$ cat src/rtl/ex_stage_unit.sv
// RV32I execute stage: operand forwarding, ALU, branch/jump resolution and the EX/MEM pipeline register.
// Also keeps saturating counters of branches executed and redirects taken.
module ex_stage_unit #(
   parameter int          PERF_CNT_W = 32,
   parameter logic [31:0] RESET_PC   = 32'h0
) (
   input  logic                  clk,
   input  logic                  reset_n,
   input  logic                  combined_stall,
   input  logic                  ID_EX_enable_out,
   input  logic [31:0]           ID_EX_PC,
   input  logic [31:0]           ID_EX_ReadData1,
   input  logic [31:0]           ID_EX_ReadData2,
   input  logic [31:0]           ID_EX_Immediate,
   input  logic [4:0]            ID_EX_Rs1,
   input  logic [4:0]            ID_EX_Rs2,
   input  logic [4:0]            ID_EX_Rd,
   input  logic [6:0]            ID_EX_Funct7,
   input  logic [2:0]            ID_EX_Funct3,
   input  logic                  ID_EX_ALUSrc,
   input  logic [1:0]            ID_EX_ALUOp,
   input  logic                  ID_EX_Branch,
   input  logic                  ID_EX_Jump,
   input  logic                  ID_EX_JumpReg,
   input  logic                  ID_EX_MemRead,
   input  logic                  ID_EX_MemWrite,
   input  logic                  ID_EX_MemToReg,
   input  logic                  ID_EX_RegWrite,
   input  logic [4:0]            fwd_mem_rd,
   input  logic [4:0]            fwd_wb_rd,
   input  logic                  fwd_mem_regwrite,
   input  logic                  fwd_wb_regwrite,
   input  logic [31:0]           fwd_mem_data,
   input  logic [31:0]           fwd_wb_data,
   output logic                  EX_clear_IF_ID,
   output logic [31:0]           EX_branch_target,
   output logic [31:0]           EX_MEM_PC,
   output logic [31:0]           EX_MEM_ALUResult,
   output logic [31:0]           EX_MEM_WriteData,
   output logic [4:0]            EX_MEM_Rd,
   output logic [2:0]            EX_MEM_Funct3,
   output logic                  EX_MEM_MemRead,
   output logic                  EX_MEM_MemWrite,
   output logic                  EX_MEM_MemToReg,
   output logic                  EX_MEM_RegWrite,
   output logic                  EX_MEM_enable_out,
   output logic                  EX_misaligned_target,
   output logic [PERF_CNT_W-1:0] perf_branch_cnt,
   output logic [PERF_CNT_W-1:0] perf_taken_cnt
);

   // Handshake: ID_EX_enable_out qualifies the incoming bundle; it is consumed on a clock edge
   // where combined_stall is low. EX_MEM_enable_out qualifies the registered bundle toward MEM.
   localparam logic [PERF_CNT_W-1:0] CNT_ONE = PERF_CNT_W'(1);
   localparam logic [PERF_CNT_W-1:0] CNT_MAX = '1;

   logic [31:0] op_a;
   logic [31:0] rs2_val;
   logic [31:0] op_b;
   logic [4:0]  shamt;
   logic [31:0] alu_result;
   logic [31:0] target;
   logic        branch_cond;
   logic        capture;
   logic        redirect;
   logic        unused_funct7;

   assign unused_funct7 = ^{ID_EX_Funct7[6], ID_EX_Funct7[4:0]};

   always_comb begin
      // MEM stage holds the younger result, so it takes priority over WB.
      op_a = ID_EX_ReadData1;
      if (fwd_mem_regwrite && fwd_mem_rd != 5'd0 && fwd_mem_rd == ID_EX_Rs1)
         op_a = fwd_mem_data;
      else if (fwd_wb_regwrite && fwd_wb_rd != 5'd0 && fwd_wb_rd == ID_EX_Rs1)
         op_a = fwd_wb_data;

      rs2_val = ID_EX_ReadData2;
      if (fwd_mem_regwrite && fwd_mem_rd != 5'd0 && fwd_mem_rd == ID_EX_Rs2)
         rs2_val = fwd_mem_data;
      else if (fwd_wb_regwrite && fwd_wb_rd != 5'd0 && fwd_wb_rd == ID_EX_Rs2)
         rs2_val = fwd_wb_data;

      op_b  = ID_EX_ALUSrc ? ID_EX_Immediate : rs2_val;
      shamt = op_b[4:0];

      alu_result = op_a + op_b;
      case (ID_EX_ALUOp)
         2'b00: alu_result = op_a + op_b;
         2'b01: alu_result = op_a - rs2_val;
         2'b10: begin
            case (ID_EX_Funct3)
               3'b000: alu_result = (ID_EX_Funct7[5] && !ID_EX_ALUSrc) ? op_a - op_b : op_a + op_b;
               3'b001: alu_result = op_a << shamt;
               3'b010: alu_result = {31'd0, $signed(op_a) < $signed(op_b)};
               3'b011: alu_result = {31'd0, op_a < op_b};
               3'b100: alu_result = op_a ^ op_b;
               3'b101: alu_result = ID_EX_Funct7[5] ? 32'($signed(op_a) >>> shamt) : op_a >> shamt;
               3'b110: alu_result = op_a | op_b;
               default: alu_result = op_a & op_b;
            endcase
         end
         default: alu_result = ID_EX_Immediate;
      endcase
      // Jumps write the link address regardless of the ALU operation.
      if (ID_EX_Jump)
         alu_result = ID_EX_PC + 32'd4;

      case (ID_EX_Funct3)
         3'b000:  branch_cond = (op_a == rs2_val);
         3'b001:  branch_cond = (op_a != rs2_val);
         3'b100:  branch_cond = ($signed(op_a) < $signed(rs2_val));
         3'b101:  branch_cond = ($signed(op_a) >= $signed(rs2_val));
         3'b110:  branch_cond = (op_a < rs2_val);
         3'b111:  branch_cond = (op_a >= rs2_val);
         default: branch_cond = 1'b0;
      endcase

      target = ID_EX_PC + ID_EX_Immediate;
      if (ID_EX_Jump && ID_EX_JumpReg)
         target = (op_a + ID_EX_Immediate) & ~32'd1;
   end

   assign capture          = ID_EX_enable_out & ~combined_stall;
   assign redirect         = capture & (ID_EX_Jump | (ID_EX_Branch & branch_cond));
   assign EX_clear_IF_ID   = redirect;
   assign EX_branch_target = target;

   always_ff @(posedge clk or negedge reset_n) begin
      if (!reset_n) begin
         EX_MEM_PC            <= RESET_PC;
         EX_MEM_ALUResult     <= 32'd0;
         EX_MEM_WriteData     <= 32'd0;
         EX_MEM_Rd            <= 5'd0;
         EX_MEM_Funct3        <= 3'd0;
         EX_MEM_MemRead       <= 1'b0;
         EX_MEM_MemWrite      <= 1'b0;
         EX_MEM_MemToReg      <= 1'b0;
         EX_MEM_RegWrite      <= 1'b0;
         EX_MEM_enable_out    <= 1'b0;
         EX_misaligned_target <= 1'b0;
         perf_branch_cnt      <= '0;
         perf_taken_cnt       <= '0;
      end else if (capture) begin
         EX_MEM_PC         <= ID_EX_PC;
         EX_MEM_ALUResult  <= alu_result;
         EX_MEM_WriteData  <= rs2_val;
         EX_MEM_Rd         <= ID_EX_Rd;
         EX_MEM_Funct3     <= ID_EX_Funct3;
         EX_MEM_MemRead    <= ID_EX_MemRead;
         EX_MEM_MemWrite   <= ID_EX_MemWrite;
         EX_MEM_MemToReg   <= ID_EX_MemToReg;
         EX_MEM_RegWrite   <= ID_EX_RegWrite;
         EX_MEM_enable_out <= 1'b1;
         if (redirect)
            EX_misaligned_target <= target[1];
         if ((ID_EX_Branch || ID_EX_Jump) && perf_branch_cnt != CNT_MAX)
            perf_branch_cnt <= perf_branch_cnt + CNT_ONE;
         if (redirect && perf_taken_cnt != CNT_MAX)
            perf_taken_cnt <= perf_taken_cnt + CNT_ONE;
      end else if (!combined_stall) begin
         // Bubble: kill the side-effecting controls, leave the data fields as they were.
         EX_MEM_enable_out <= 1'b0;
         EX_MEM_RegWrite   <= 1'b0;
         EX_MEM_MemRead    <= 1'b0;
         EX_MEM_MemWrite   <= 1'b0;
      end
   end

endmodule

$ cat config.mk
export PLATFORM = sky130hd
export DESIGN_NAME = ex_stage_unit
export DESIGN_NICKNAME = d
export VERILOG_FILES = /design/src/rtl/ex_stage_unit.sv
export SDC_FILE = /design/constraint.sdc
export NUM_CORES = 1
export LEC_CHECK = 0
export BUFFER_PORTS_ARGS = -buffer_cell sky130_fd_sc_hd__buf_2
export CORE_ASPECT_RATIO = 1.25
export CORE_MARGIN = 5
export CORE_UTILIZATION = 47
export DETAILED_ROUTE_END_ITERATION = 10
export PLACE_DENSITY = 0.69
export SYNTH_ARGS = -nofsm -noshare
export SYNTH_HDL_FRONTEND = slang
export SYNTH_SLANG_ARGS = --single-unit
$ cat constraint.sdc
create_clock -name clk -period 9.95 [get_ports clk]
set_input_delay 0 -clock clk [delete_from_list [all_inputs] [get_ports clk]]
set_output_delay 0 -clock clk [all_outputs]
set_load 0.05 [all_outputs]
==> impl_metrics.json <==
{
  "cpMaxStageDelayCell": "o211ai_2",
  "hp-class": "in2reg",
  "worstSetupStartpointType": "input pin",
  "clk_pin_slew_ns": 0.08,
  "dieArea_um2": 58000,
  "ys_warn_count": 0,
  "powerDensity_nw_per_um2": 139,
  "grt_pass1_vias": 28100,
  "syn_inst": 3506,
  "postRouteAntennaNets": 0,
  "finalCriticalPeriod_ns": 6.54,
  "cp.depth": 20,
  "ir_worst_vdd_mv": 0.128,
  "critPathBufInv": 2,
  "setup.worst_path.class": "in2reg",
  "core_area_um2": 52700,
  "worstPathMaxFanout": 24,
  "antenna_found_initial": 4,
  "htreeDepth": 4,
  "synth_edf_count": 0,
  "cts_buffer_depth": 2,
  "cts-root-buf": "clkbuf_16",
  "cpLargestDelayFamily": "compound AO/OA/AOI/OAI gates",
  "place_congestion": 1.07,
  "avgSynthCellArea_um2": 7.14,
  "fin_nets": 4329,
  "post_cts_buffers": 0,
  "grt_max_degree": 133,
  "synth_top_area_share_pct": 17.4,
  "status": "finished, final reports clean",
  "synth_seq_cells": 174,
  "rows": 94,
  "critical_path.endpoint_type": "register",
  "numCtsBuffers": 17,
  "drc": 0,
  "worst_pin_slew_ns": 1.14,
  "first_iter_violations": 3920,
  "cp_slowest_stage_delay_ns": 0.70,
  "finalHoldViolations": 0,
  "cts_sinks": 174,
  "synth_cell_type_count": 99,
  "path_cells": "buf_2, or4_4, o211ai_2, o21ai_0, a31oi_1, inv_1, ha_1, fa_1, nor2b_1, o21ai_0, a21oi_1, o21a_1, a211oi_2, o41ai_1, nor2_1, o32a_1, o21ai_0, nand2b_1, nor3_1, xor2_1",
  "synth_area_leaders": "dfrtp_1 17%, ha_1 9.6%, o21ai_0 7.2%",
  "synth_most_common_cell": "nand2_1",
  "finalClockSkew_ns": 0.0189,
  "drv_slew": 0,
  "leakagePower_nw": 13.3,
  "initial_core_util_pct": 47.5,
  "cts_tree": "yes",
  "fmax_mhz": 153,
  "cts_resized": 0,
  "grt_pass1_wl_mm": 183,
  "rsz0062_at_grt": "false",
  "hpwl_mm": 98.5,
  "reg2reg_depth": 9,
  "cts_hold_buf": 54,
  "synthTopCellsByCount": "466 x nand2_1, 358 x o21ai_0, 267 x nor2_1",
  "hold_depth": 4,
  "avgRoutedWirePerCell_um": 27.7,
  "wl_mm": 127,
  "layout_setup_ws_ns": 3.41,
  "die_h_um": 268,
  "io_buffers": 443,
  "maxSlewHeadroom_pct": 24.1,
  "area_growth_pct": 16.0,
  "drive_gt1_share_pct": 16.5,
  "required_ns": 10.33,
  "final.setup.tns_ns": 0,
  "final_core_util_pct": 55.1,
  "setup_viol": 0,
  "grt.total_usage_pct": 41.6,
  "max_cap_violations": 0,
  "place_ws_ns": 3.16,
  "clkLatencyLatePin_ns": 0.46,
  "grt_overflow_total": 0,
  "vias": 29800,
  "syn_area_um2": 25000,
  "ios": 450,
  "synth_largest_area_cell": "dfrtp_1",
  "async_reset_ff_share_pct": 100,
  "critPathArrivalTime_ns": 6.91,
  "min_period_over_period_pct": 65.7,
  "synthFlopType": "dfrtp_1",
  "via_per_inst": 6.51,
  "firstDrtPassIters": 6,
  "die_w_um": 216,
  "path_common_cell": "o21ai_0",
  "syn-num-nets": 3947,
  "ys_seq_area_share_pct": 17.4
}
per-stage QoR:
step	hold WS (ns)	power (mW)	std cells	instance area, µm²
2_1_floorplan	-0.296	2.47	3506	25000
3_3_place_gp	0.191	3.20	4487	27900
3_5_place_dp	0.195	3.21	4487	27900
4_1_cts	0.00897	3.96	4573	29000
5_1_grt	0.0610	4.21	4577	29000
6_report	0.0330	4.04	4578	29000
flip-flops by register name, summed over array words and instances (netlist names):
name,count
EX_MEM_Rd,5
EX_MEM_MemWrite,1
EX_misaligned_target,1
EX_MEM_Funct3,3
EX_MEM_MemToReg,1
EX_MEM_RegWrite,1
EX_MEM_ALUResult,32
perf_taken_cnt,32
perf_branch_cnt,32
EX_MEM_PC,32
EX_MEM_WriteData,32
EX_MEM_MemRead,1
EX_MEM_enable_out,1
cell usage in the layout, fill, tap and decap left out, types with 38 or more instances in the layout:
cell type      instances
nor2_1               263
mux2i_1              126
a31oi_1               66
nand2b_1              38
nand2_1              465
o21ai_0              358
a21oi_1              260
nor3_1               114
a21o_1                65
dlygate4sd3_1         54
xnor2_1              152
ha_1                 193
a211oi_1              44
nand4_1               38
xor2_1                76
o211ai_1              42
inv_1                153
buf_2                442
buf_4                 74
nand3_1              126
dfrtp_1              174
worst reg2reg max path: stages, from the launching register on:
cell and delay [ns]:
dfrtp_1 0.43, and3_1 0.24, and3_1 0.21, and3_1 0.19, and2_1 0.18, nand4_1 0.30
o221ai_1 0.31, nand2b_1 0.80, nor3_1 0.19, xor2_1 0.19
routing by layer:
| metal | GRT usage (%) | up-vias | wire, µm |
|---|---|---|---|
| met3 | 8.95 | 475 | 13800 |
| met2 | 65.8 | 1997 | 55400 |
| met5 | 0 | - | 0 |
| met4 | 27.6 | 0 | 10400 |
| li1 | - | 13500 | - |
| met1 | 51.3 | 13800 | 47300 |
kinds of logic (layout without fill, tap and decap cells):
| family | count (synthesis) | count (layout) | synth area share, % |
|---|---|---|---|
| muxes | 159 | 159 | 7.02 |
| and+or+nand+nor | 1217 | 1217 | 22.3 |
| adders and majority gates | 198 | 198 | 10.0 |
| DFF | 174 | 174 | 17.4 |
| xor gates and xnor gates | 228 | 228 | 7.97 |
| other | 0 | 5 | 0 |
| buffers and inverters | 371 | 766 | 5.99 |
| AOI/OAI and AO/OA | 1159 | 1159 | 29.3 |
worst paths after layout:
check,from,slack [ns],endpoint
setup / recovery,fwd_wb_rd[1],3.41,perf_taken_cnt[3]
hold / removal,ID_EX_enable_out,0.03,EX_MEM_PC[20]
setup reg to reg,perf_taken_cnt[12],6.78,perf_taken_cnt[31]
hold reg to reg,EX_MEM_PC[15],0.47,EX_MEM_PC[15]
max in group asynchronous,reset_n,8.30,EX_MEM_PC[24]
min in group asynchronous,reset_n,0.24,perf_taken_cnt[4]
area by class of cell:
cell class                 count  area (µm²)
timing repair buffer         572        3340
antenna                        5        12.5
sequential                   174        4350
clock inverter                15         215
multi-input combinational   2961       19200
tap                          672         841
fill                        5291       23600
clock buffer                  17         425
inverter                     162         608
report_power, final:
| group | internal (mW) | switching (mW) |
|---|---|---|
| registers | 0.797 | 0.0814 |
| logic | 0.727 | 1.70 |
| clock network | 0.369 | 0.365 |
| total | 1.89 | 2.14 |
(Power assumes the default switching activity.)
